**src/rtl/uart_rx_byte_pkg.sv**
```systemverilog
// Shared definitions for the UART byte receiver: FSM state encoding,
// default bit timing, frame width and the 2-of-3 vote helper.
package uart_rx_byte_pkg;

  typedef enum logic [1:0] {
    ST_IDLE  = 2'd0,
    ST_START = 2'd1,
    ST_DATA  = 2'd2,
    ST_STOP  = 2'd3
  } rx_state_t;

  localparam int CLKS_PER_BIT_DEF = 218;
  localparam int DATA_BITS        = 8;

  // 2-of-3 majority of three line samples
  function automatic logic maj3(input logic a, input logic b, input logic c);
    return (a & b) | (a & c) | (b & c);
  endfunction

endpackage

```
**src/rtl/uart_rx_sync.sv**
```systemverilog
// Two-flop synchroniser for the asynchronous RX line plus one history flop
// used to detect the 1->0 transition that opens a frame. All flops reset
// to 0, so a line that is low when reset releases never looks like an edge.
module uart_rx_sync (
  input  logic clk,
  input  logic rst,
  input  logic rx_data,
  output logic rx_s,
  output logic fall_edge
);

  logic sync_1;
  logic sync_2;
  logic rx_prev;

  // metastability filter and one cycle of edge history
  always_ff @(posedge clk) begin
    if (rst) begin
      sync_1  <= 1'b0;
      sync_2  <= 1'b0;
      rx_prev <= 1'b0;
    end else begin
      sync_1  <= rx_data;
      sync_2  <= sync_1;
      rx_prev <= sync_2;
    end
  end

  assign rx_s      = sync_2;
  assign fall_edge = rx_prev & ~sync_2;

endmodule

```
**src/rtl/uart_rx_byte.sv**
```systemverilog
// UART 8N1 receiver (LSB first) with a one-entry holding register.
// Optional build macro: UART_RX_MAJORITY_EN -- every sample point uses the
// 2-of-3 vote over the last three synchronised line values.
//
// Output handshake: dout/dout_valid form a valid/ready source. A byte is
// transferred on any clock edge where dout_valid & dout_ready are both 1;
// dout is stable and dout_valid stays high until that edge. A new byte that
// completes while the register is full and not being accepted is dropped
// with a one-cycle overrun pulse.
module uart_rx_byte
  import uart_rx_byte_pkg::*;
#(
  parameter int CLKS_PER_BIT = CLKS_PER_BIT_DEF
) (
  input  logic       clk,
  input  logic       rst,
  input  logic       rx_data,
  output logic [7:0] dout,
  output logic       dout_valid,
  input  logic       dout_ready,
  output logic       busy,
  output logic       frame_err,
  output logic       overrun,
  output logic [1:0] state_dbg
);

  localparam logic [15:0] HALF_M1 = 16'(CLKS_PER_BIT / 2 - 1);
  localparam logic [15:0] BIT_M1  = 16'(CLKS_PER_BIT - 1);
  localparam logic [2:0]  LAST_BIT = 3'(DATA_BITS - 1);

  rx_state_t   state, state_n;
  logic [15:0] cnt, cnt_n;
  logic [2:0]  bit_idx, bit_idx_n;
  logic [7:0]  sr, sr_n;
  logic        stop_ok;
  logic        stop_bad;
  logic        rx_s;
  logic        fall_edge;
  logic        sample;

  uart_rx_sync u_sync (
    .clk       (clk),
    .rst       (rst),
    .rx_data   (rx_data),
    .rx_s      (rx_s),
    .fall_edge (fall_edge)
  );

`ifdef UART_RX_MAJORITY_EN
  logic [1:0] hist;

  // two previous synchronised values; with rx_s they form the vote window
  always_ff @(posedge clk) begin
    if (rst) hist <= 2'b00;
    else     hist <= {hist[0], rx_s};
  end

  assign sample = maj3(hist[1], hist[0], rx_s);
`else
  assign sample = rx_s;
`endif

  // next-state, bit counter and shift register update
  always_comb begin
    state_n   = state;
    cnt_n     = cnt + 16'd1;
    bit_idx_n = bit_idx;
    sr_n      = sr;
    stop_ok   = 1'b0;
    stop_bad  = 1'b0;
    case (state)
      ST_IDLE: begin
        cnt_n = '0;
        if (fall_edge) state_n = ST_START;
      end
      ST_START: begin
        if (cnt == HALF_M1) begin
          cnt_n   = '0;
          // a line back high at mid start bit was a glitch
          state_n = sample ? ST_IDLE : ST_DATA;
        end
      end
      ST_DATA: begin
        if (cnt == BIT_M1) begin
          cnt_n = '0;
          sr_n  = {sample, sr[7:1]};
          if (bit_idx == LAST_BIT) begin
            bit_idx_n = '0;
            state_n   = ST_STOP;
          end else begin
            bit_idx_n = bit_idx + 3'd1;
          end
        end
      end
      ST_STOP: begin
        if (cnt == BIT_M1) begin
          // leave at mid stop bit so a following start edge is not missed
          cnt_n    = '0;
          state_n  = ST_IDLE;
          stop_ok  = sample;
          stop_bad = ~sample;
        end
      end
      default: begin
        cnt_n   = '0;
        state_n = ST_IDLE;
      end
    endcase
  end

  // FSM registers
  always_ff @(posedge clk) begin
    if (rst) begin
      state   <= ST_IDLE;
      cnt     <= '0;
      bit_idx <= '0;
      sr      <= '0;
    end else begin
      state   <= state_n;
      cnt     <= cnt_n;
      bit_idx <= bit_idx_n;
      sr      <= sr_n;
    end
  end

  // holding register, status pulses
  always_ff @(posedge clk) begin
    if (rst) begin
      dout       <= '0;
      dout_valid <= 1'b0;
      frame_err  <= 1'b0;
      overrun    <= 1'b0;
    end else begin
      frame_err <= stop_bad;
      overrun   <= 1'b0;
      if (stop_ok) begin
        if (!dout_valid || dout_ready) begin
          dout       <= sr;
          dout_valid <= 1'b1;
        end else begin
          overrun <= 1'b1;
        end
      end else if (dout_ready) begin
        dout_valid <= 1'b0;
      end
    end
  end

  assign busy      = (state != ST_IDLE);
  assign state_dbg = state;

endmodule

```
**config.mk**
```make
export PLATFORM = sky130hd
export DESIGN_NAME = uart_rx_byte
export DESIGN_NICKNAME = d
export VERILOG_FILES = /design/src/rtl/uart_rx_byte_pkg.sv /design/src/rtl/uart_rx_sync.sv /design/src/rtl/uart_rx_byte.sv
export SDC_FILE = /design/constraint.sdc
export NUM_CORES = 1
export LEC_CHECK = 0
export CAP_MARGIN = 20
export CELL_PAD_IN_SITES_DETAIL_PLACEMENT = 0
export CELL_PAD_IN_SITES_GLOBAL_PLACEMENT = 1
export CORE_MARGIN = 5
export CORE_UTILIZATION = 48
export DETAILED_ROUTE_END_ITERATION = 7
export DONT_BUFFER_PORTS = 1
export PLACE_DENSITY_LB_ADDON = 0.05
export SYNTH_ARGS = -nofsm -noshare
export SYNTH_HDL_FRONTEND = slang
export SYNTH_SLANG_ARGS = --single-unit
```
**constraint.sdc**
```tcl
create_clock -name clk -period 2.1 [get_ports clk]
set_input_delay 0.525 -clock clk [delete_from_list [all_inputs] [get_ports clk]]
set_output_delay 0.525 -clock clk [all_outputs]
set_load 0.01 [all_outputs]
```
-- Word-level counts from Yosys, hierarchy flattened
Index checks and enable logic that the tools add are counted.
- eq/ne operators: 12
- muxes and demuxes: 17
- $add $sub $neg: 2
- bitwise logic cells: 5
- reduce and logical (&&, ||, !) cells: 12
- operators with widths (operator ; number):
    $pmux W16 S3 ; 1
    $mux W16 ; 2
    $add A16 B1 Y16 const B ; 1
    $eq A16 B7 Y1 const B ; 1
    $eq A16 B8 Y1 const B ; 1
    $mux W2 ; 6
    $ne A2 B2 Y1 const B ; 5
    $pmux W2 S4 ; 1
    $mux W1 ; 6
    $reduce_and A2 Y1 ; 3
    $reduce_and A5 Y1 ; 1
    $eq A2 B2 Y1 const B ; 2
    $not A1 Y1 ; 4
    $reduce_bool A2 Y1 ; 2
    $reduce_or A2 Y1 ; 2
    $add A3 B1 Y3 const B ; 1
    $eq A3 B3 Y1 const B ; 1
    $mux W3 ; 1
    $reduce_or A3 Y1 ; 1
    $eq A2 B1 Y1 const B ; 1
    $logic_not A2 Y1 ; 1
    $ne A2 B1 Y1 const B ; 1
    $and A1 B1 Y1 ; 1
    $logic_not A1 Y1 ; 1
    $logic_or A1 B1 Y1 ; 1
- bits in registers: 43
- bits of input ports: 4
- output and inout bits: 14
- word-level logic and storage cells: 59

-- Depth between registers and ports, before layout
- word-level depth: 5
- depth in mapped cells: 7
- gate-level depth less buffers: 6

-- Cells and area by module
From an unflattened synthesis, not the netlist that was laid out.
- cells, all modules: 193
- area total of the unflattened synthesis: 1846.8 µm²
- modules (own cells, without submodules) (module ; area each (µm²) ; sequential area each (µm²) ; cells each ; times used):
    uart_rx_byte ; 1759.2 ; 800.8 ; 186 ; 1
    uart_rx_sync ; 87.6 ; 60.1 ; 7 ; 1

-- Worst setup path before layout
No wires, ideal clock.
- path kind: reg2reg
- start: register cnt[0]
- end: register cnt[4]
- required time: 1968 ps
- setup slack: 444 ps
- path buffers: 1
- setup time: 132 ps
- period minus slack after synthesis: 1656 ps
- cell stages (with the launch flop): 7
- arrival time: 1523 ps
- cell sequence: dfxtp_1 > ha_1 > and4bb_2 > nand4_2 > a22oi_2 > buf_4 > nor3_1
- longest elaborated chain between the ends: 3
- elaborated cells on any way between the ends: 6
- those cells by class: add/sub (1); eq/ne (2); mux (3)
- RTL lines (item ; RTL line ; text):
    start: declaration ; uart_rx_byte.sv:32 ; logic [15:0] cnt, cnt_n;
    start signal: assignment ; uart_rx_byte.sv:120 ; cnt <= cnt_n;
    $add A16 B1 Y16, or another cell as far along ; uart_rx_byte.sv:66 ; cnt_n = cnt + 16'd1;
    $mux W16 (on tied branches) ; uart_rx_byte.sv:84, uart_rx_byte.sv:96, uart_rx_byte.sv:77 ;
    $pmux W16 S3 * ; uart_rx_byte.sv:71 ; case (state)
Mark *: on every way between the ends. The rest lies on a longest branch, timed or not.
A chain may end at the register's enable or synchronous reset.

-- Worst setup path in the final report
- start: register cnt[8]
- end: register cnt[12]
Same word-level chain as after synthesis.

==> metrics.md <==
| Metric | Value |
|---|---|
| Leakage | `about 0.00077 uW` |
| Worst-path cell chain | `nor4_2 -> nand4_2 -> a22oi_2 -> buf_4 -> nor3_1` |
| Number of global-route vias before repair | `roughly 1400` |
| Clock network power share | `0.378` |
| Drt total wl | `around 3800 um` |
| Count leader, synth | `dfxtp_1` |
| DRC | `0` |
| Period Utilization, post-route | `0.8752` |
| Switching share of power | `0.2161` |
| GP Congestion | `~0.8` |
| Wire length per cell | `about 15 um` |
| Ranking of synthesized cells by area | `dfxtp_1 44%, mux2i_1 5.2%, nand2b_1 4.2%` |
| Post-route ant nets | `0` |
| Outcome | `finished clean` |
| Critical-path top delay cell | `nor4_2` |
| Yosys top cell by area | `dfxtp_1` |
| Final core occ | `0.5202` |
| Worst-skew pair later-pin latency | `approximately 0.30 ns` |
| Share of cells above drive strength 1 | `0.1330` |
| Setup tns final | `0 ns` |
| Critical path class | `flop to flop` |
| Slew margin rel. | `0.7072` |
| Hold_buf cts | `0` |
| Maximum vdd drop | `~0.34 mV` |
| Worst Tran Pin Value | `roughly 0.44 ns` |
| Rows | `23` |
| Post-DP HPWL | `between 2000 and 3000 um` |
| Crit-path max cell delay | `between 0.4 and 0.5 ns` |
| Worst hold path class | `primary input to flop` |
| Number of synthesized flops with an enable pin | `0` |
| Hold path cells | `1` |
| Largest net degree at the start of global routing | `46` |
| Async SR Flop Fraction | `0` |
| Vias per std cell | `5.644` |
| Top FF cell, synth | `dfxtp_1` |
| Synthesized netlist net count | `roughly 210` |
| Top cell type's share of synthesized area | `0.4430` |
| Ant diodes | `0` |
| Post-CTS setup buffer count | `0` |
| DRT Pass-1 Iters | `4` |
| Layout area overhead | `6.310%` |
| Yosys reg bits | `43` |
| Synth Instances | `approximately 200` |
| Largest delay share family, worst path | `simple AND/OR/NAND/NOR gates` |
| Core area | `around 0.0040 sq mm` |
| Port buffer count | `0` |
| Critical Path RT | `2.29 ns` |
| Cts repair resizes | `0` |
| Initial antenna violation count | `0` |
| Final setup fails | `0` |
| Internal Power | `1055 uW` |
| Power share of the sequential group | `0.611` |
| Yosys cell types | `49` |
| DR iter-0 viols | `approximately 100` |
| RSZ-0062 raised after global routing | `false` |
| Hold Vio Cnt, Final | `0` |
| Arrival @ worst endpoint | `~2.0 ns` |
| Top cells by count, synth | `43 x dfxtp_1, 15 x nand3_1, 15 x nor3_1` |
| Clock Skews | `just under 0.006 ns` |
| Max Slew Vio Count | `0` |
| Levels on crit path | `5` |
| Synth Area per Inst | `about 9.6 sq um` |
| Synth Warn # | `0` |
| FMAX | `approximately 540 MHz` |
| Startpoint Class | `flop` |
| TritonCTS clock tree | `built` |
| FF-to-FF path depth | `5` |
| Synthesized area | `0.001943 sq mm` |
| DIE AREA | `roughly 0.0054 sq mm` |
| Worst-path clk slew | `~0.080 ns` |
| Gr ovfl total | `0` |
| Overall Power | `about 1300 uW` |
| Initial Util | `0.4893` |
| Critical-path maximum fanout | `16` |
| Sw power | `~290 uW` |
| Worst setup margin | `about 0.26 ns` |
| GRT Overall Usage | `0.1519` |
| Vias | `around 1400` |
| Die extent in y | `73.63 um` |
| Power per Cell Area | `around 650 mW/mm^2` |
| Max Cap Viol | `0` |
| Clock root cell | `clkbuf_8` |
| H-tree levels | `2` |
| Ports | `18` |
| Register area share after synthesis | `0.4430` |
| Final nets | `approximately 210` |
| DP Worst Slack | `between 0.2 and 0.3 ns` |
| CP Capture Type | `flop` |
| Logic pwr share | `0.012` |
| Die width | `around 74 um` |
| Crit path buffers/inverters | `1` |
| CTS Sinks | `43` |
| Longest Clk Path Bufs | `2` |
| Global-route wire length before repair | `between 6000 and 7000 um` |
| Minimum clock period | `approximately 1.8 ns` |
| Num CTS Buffers | `5` |
==> metal layers <==
| layer | vias up | track usage | part of all wire | routed length [um] |
|---|---|---|---|---|
| met3 | 8 | 0.04514 | 0.044 | 168 |
| met5 | - | 0 | 0 | 0 |
| met1 | 669 | 0.1838 | 0.46 | 1743 |
| met2 | 24 | 0.2520 | 0.48 | 1837 |
| met4 | 0 | 0.05835 | 0.019 | 72 |
| li1 | 727 | - | - | - |
==> cells in the final DEF, fill, tap and decap left out, types with 2 or more instances in the layout <==
| cell type | synthesis | layout |
|---|---|---|
| a21oi_1 | 10 | 10 |
| and2_1 | 2 | 2 |
| nand4_1 | 4 | 4 |
| mux2i_1 | 10 | 10 |
| nand3_1 | 15 | 15 |
| nand2b_1 | 13 | 13 |
| clkbuf_8 | 0 | 5 |
| nor2b_1 | 4 | 4 |
| ha_1 | 5 | 5 |
| inv_1 | 4 | 4 |
| nor3b_1 | 2 | 2 |
| xor2_1 | 7 | 7 |
| nand2_1 | 7 | 7 |
| a211oi_1 | 2 | 2 |
| buf_4 | 1 | 3 |
| and3_1 | 3 | 3 |
| or3_1 | 2 | 2 |
| and4_1 | 3 | 3 |
| nor3_1 | 15 | 15 |
| clkinv_2 | 0 | 3 |
| dfxtp_1 | 43 | 43 |
| nor4_2 | 2 | 2 |
| o21ai_0 | 10 | 10 |
| xnor2_1 | 4 | 4 |
| nor4_1 | 2 | 2 |
==> per-stage QoR <==
step	cells	instance area, sq um	hold WS [ns]
floorplan	202	1943	0.4138
global placement	245	1982	0.4274
detailed placement	245	1982	0.4272
CTS	253	2066	0.2793
global route	253	2066	0.2777
finish	253	2066	0.2899
==> power by group through the flow <==
| stage | Clock [uW] | Combinational (uW) | Sequential (uW) |
|---|---|---|---|
| after floorplan | 0 | 24.2 | 840 |
| after global placement | 0 | 16.1 | 841 |
| after detailed placement | 0 | 16.3 | 841 |
| after CTS | 523 | 16.3 | 822 |
| after global routing | 556 | 17.3 | 822 |
| final | 508 | 16.0 | 822 |
==> state kept, by name, indices dropped and copies added, names as in the netlist, 3 cells and up, named ones only <==
name and count:
sr 8, dout 8, cnt 16, bit_idx 3
==> worst reg2reg max path: stages, from the launching register on <==
cell	delay (ns)
dfxtp_1	0.37
nor4_2	0.47
nand4_2	0.35
a22oi_2	0.21
buf_4	0.24
nor3_1	0.09
==> worst paths after layout <==
check                     start            to  slack (ns)
setup reg to reg         cnt[8]       cnt[12]        0.26
setup / recovery         cnt[8]       cnt[12]        0.26
hold reg to reg   u_sync.sync_1   u_sync.rx_s        0.44
hold / removal              rst  state_dbg[0]        0.29
==> logic make-up after synthesis <==
family,Yosys count,synth area share
fa+ha+maj,5,0.03220
simple gates,90,0.2981
mux,11,0.05731
compound gates,28,0.08822
xor+xnor,11,0.04958
flops,43,0.4430
buf+inv,14,0.03155
==> layout make-up <==
| cell class | instances | area (sq um) |
|---|---|---|
| clock buffer | 5 | 68.82 |
| clock inverter | 3 | 15.01 |
| fill | 367 | 1906 |
| inverter | 4 | 15.01 |
| multi-input combinational | 145 | 1021 |
| sequential | 43 | 860.8 |
| tap | 50 | 62.56 |
| timing repair buffer | 3 | 22.52 |
Note: power is estimated with default switching activity, not from simulation.
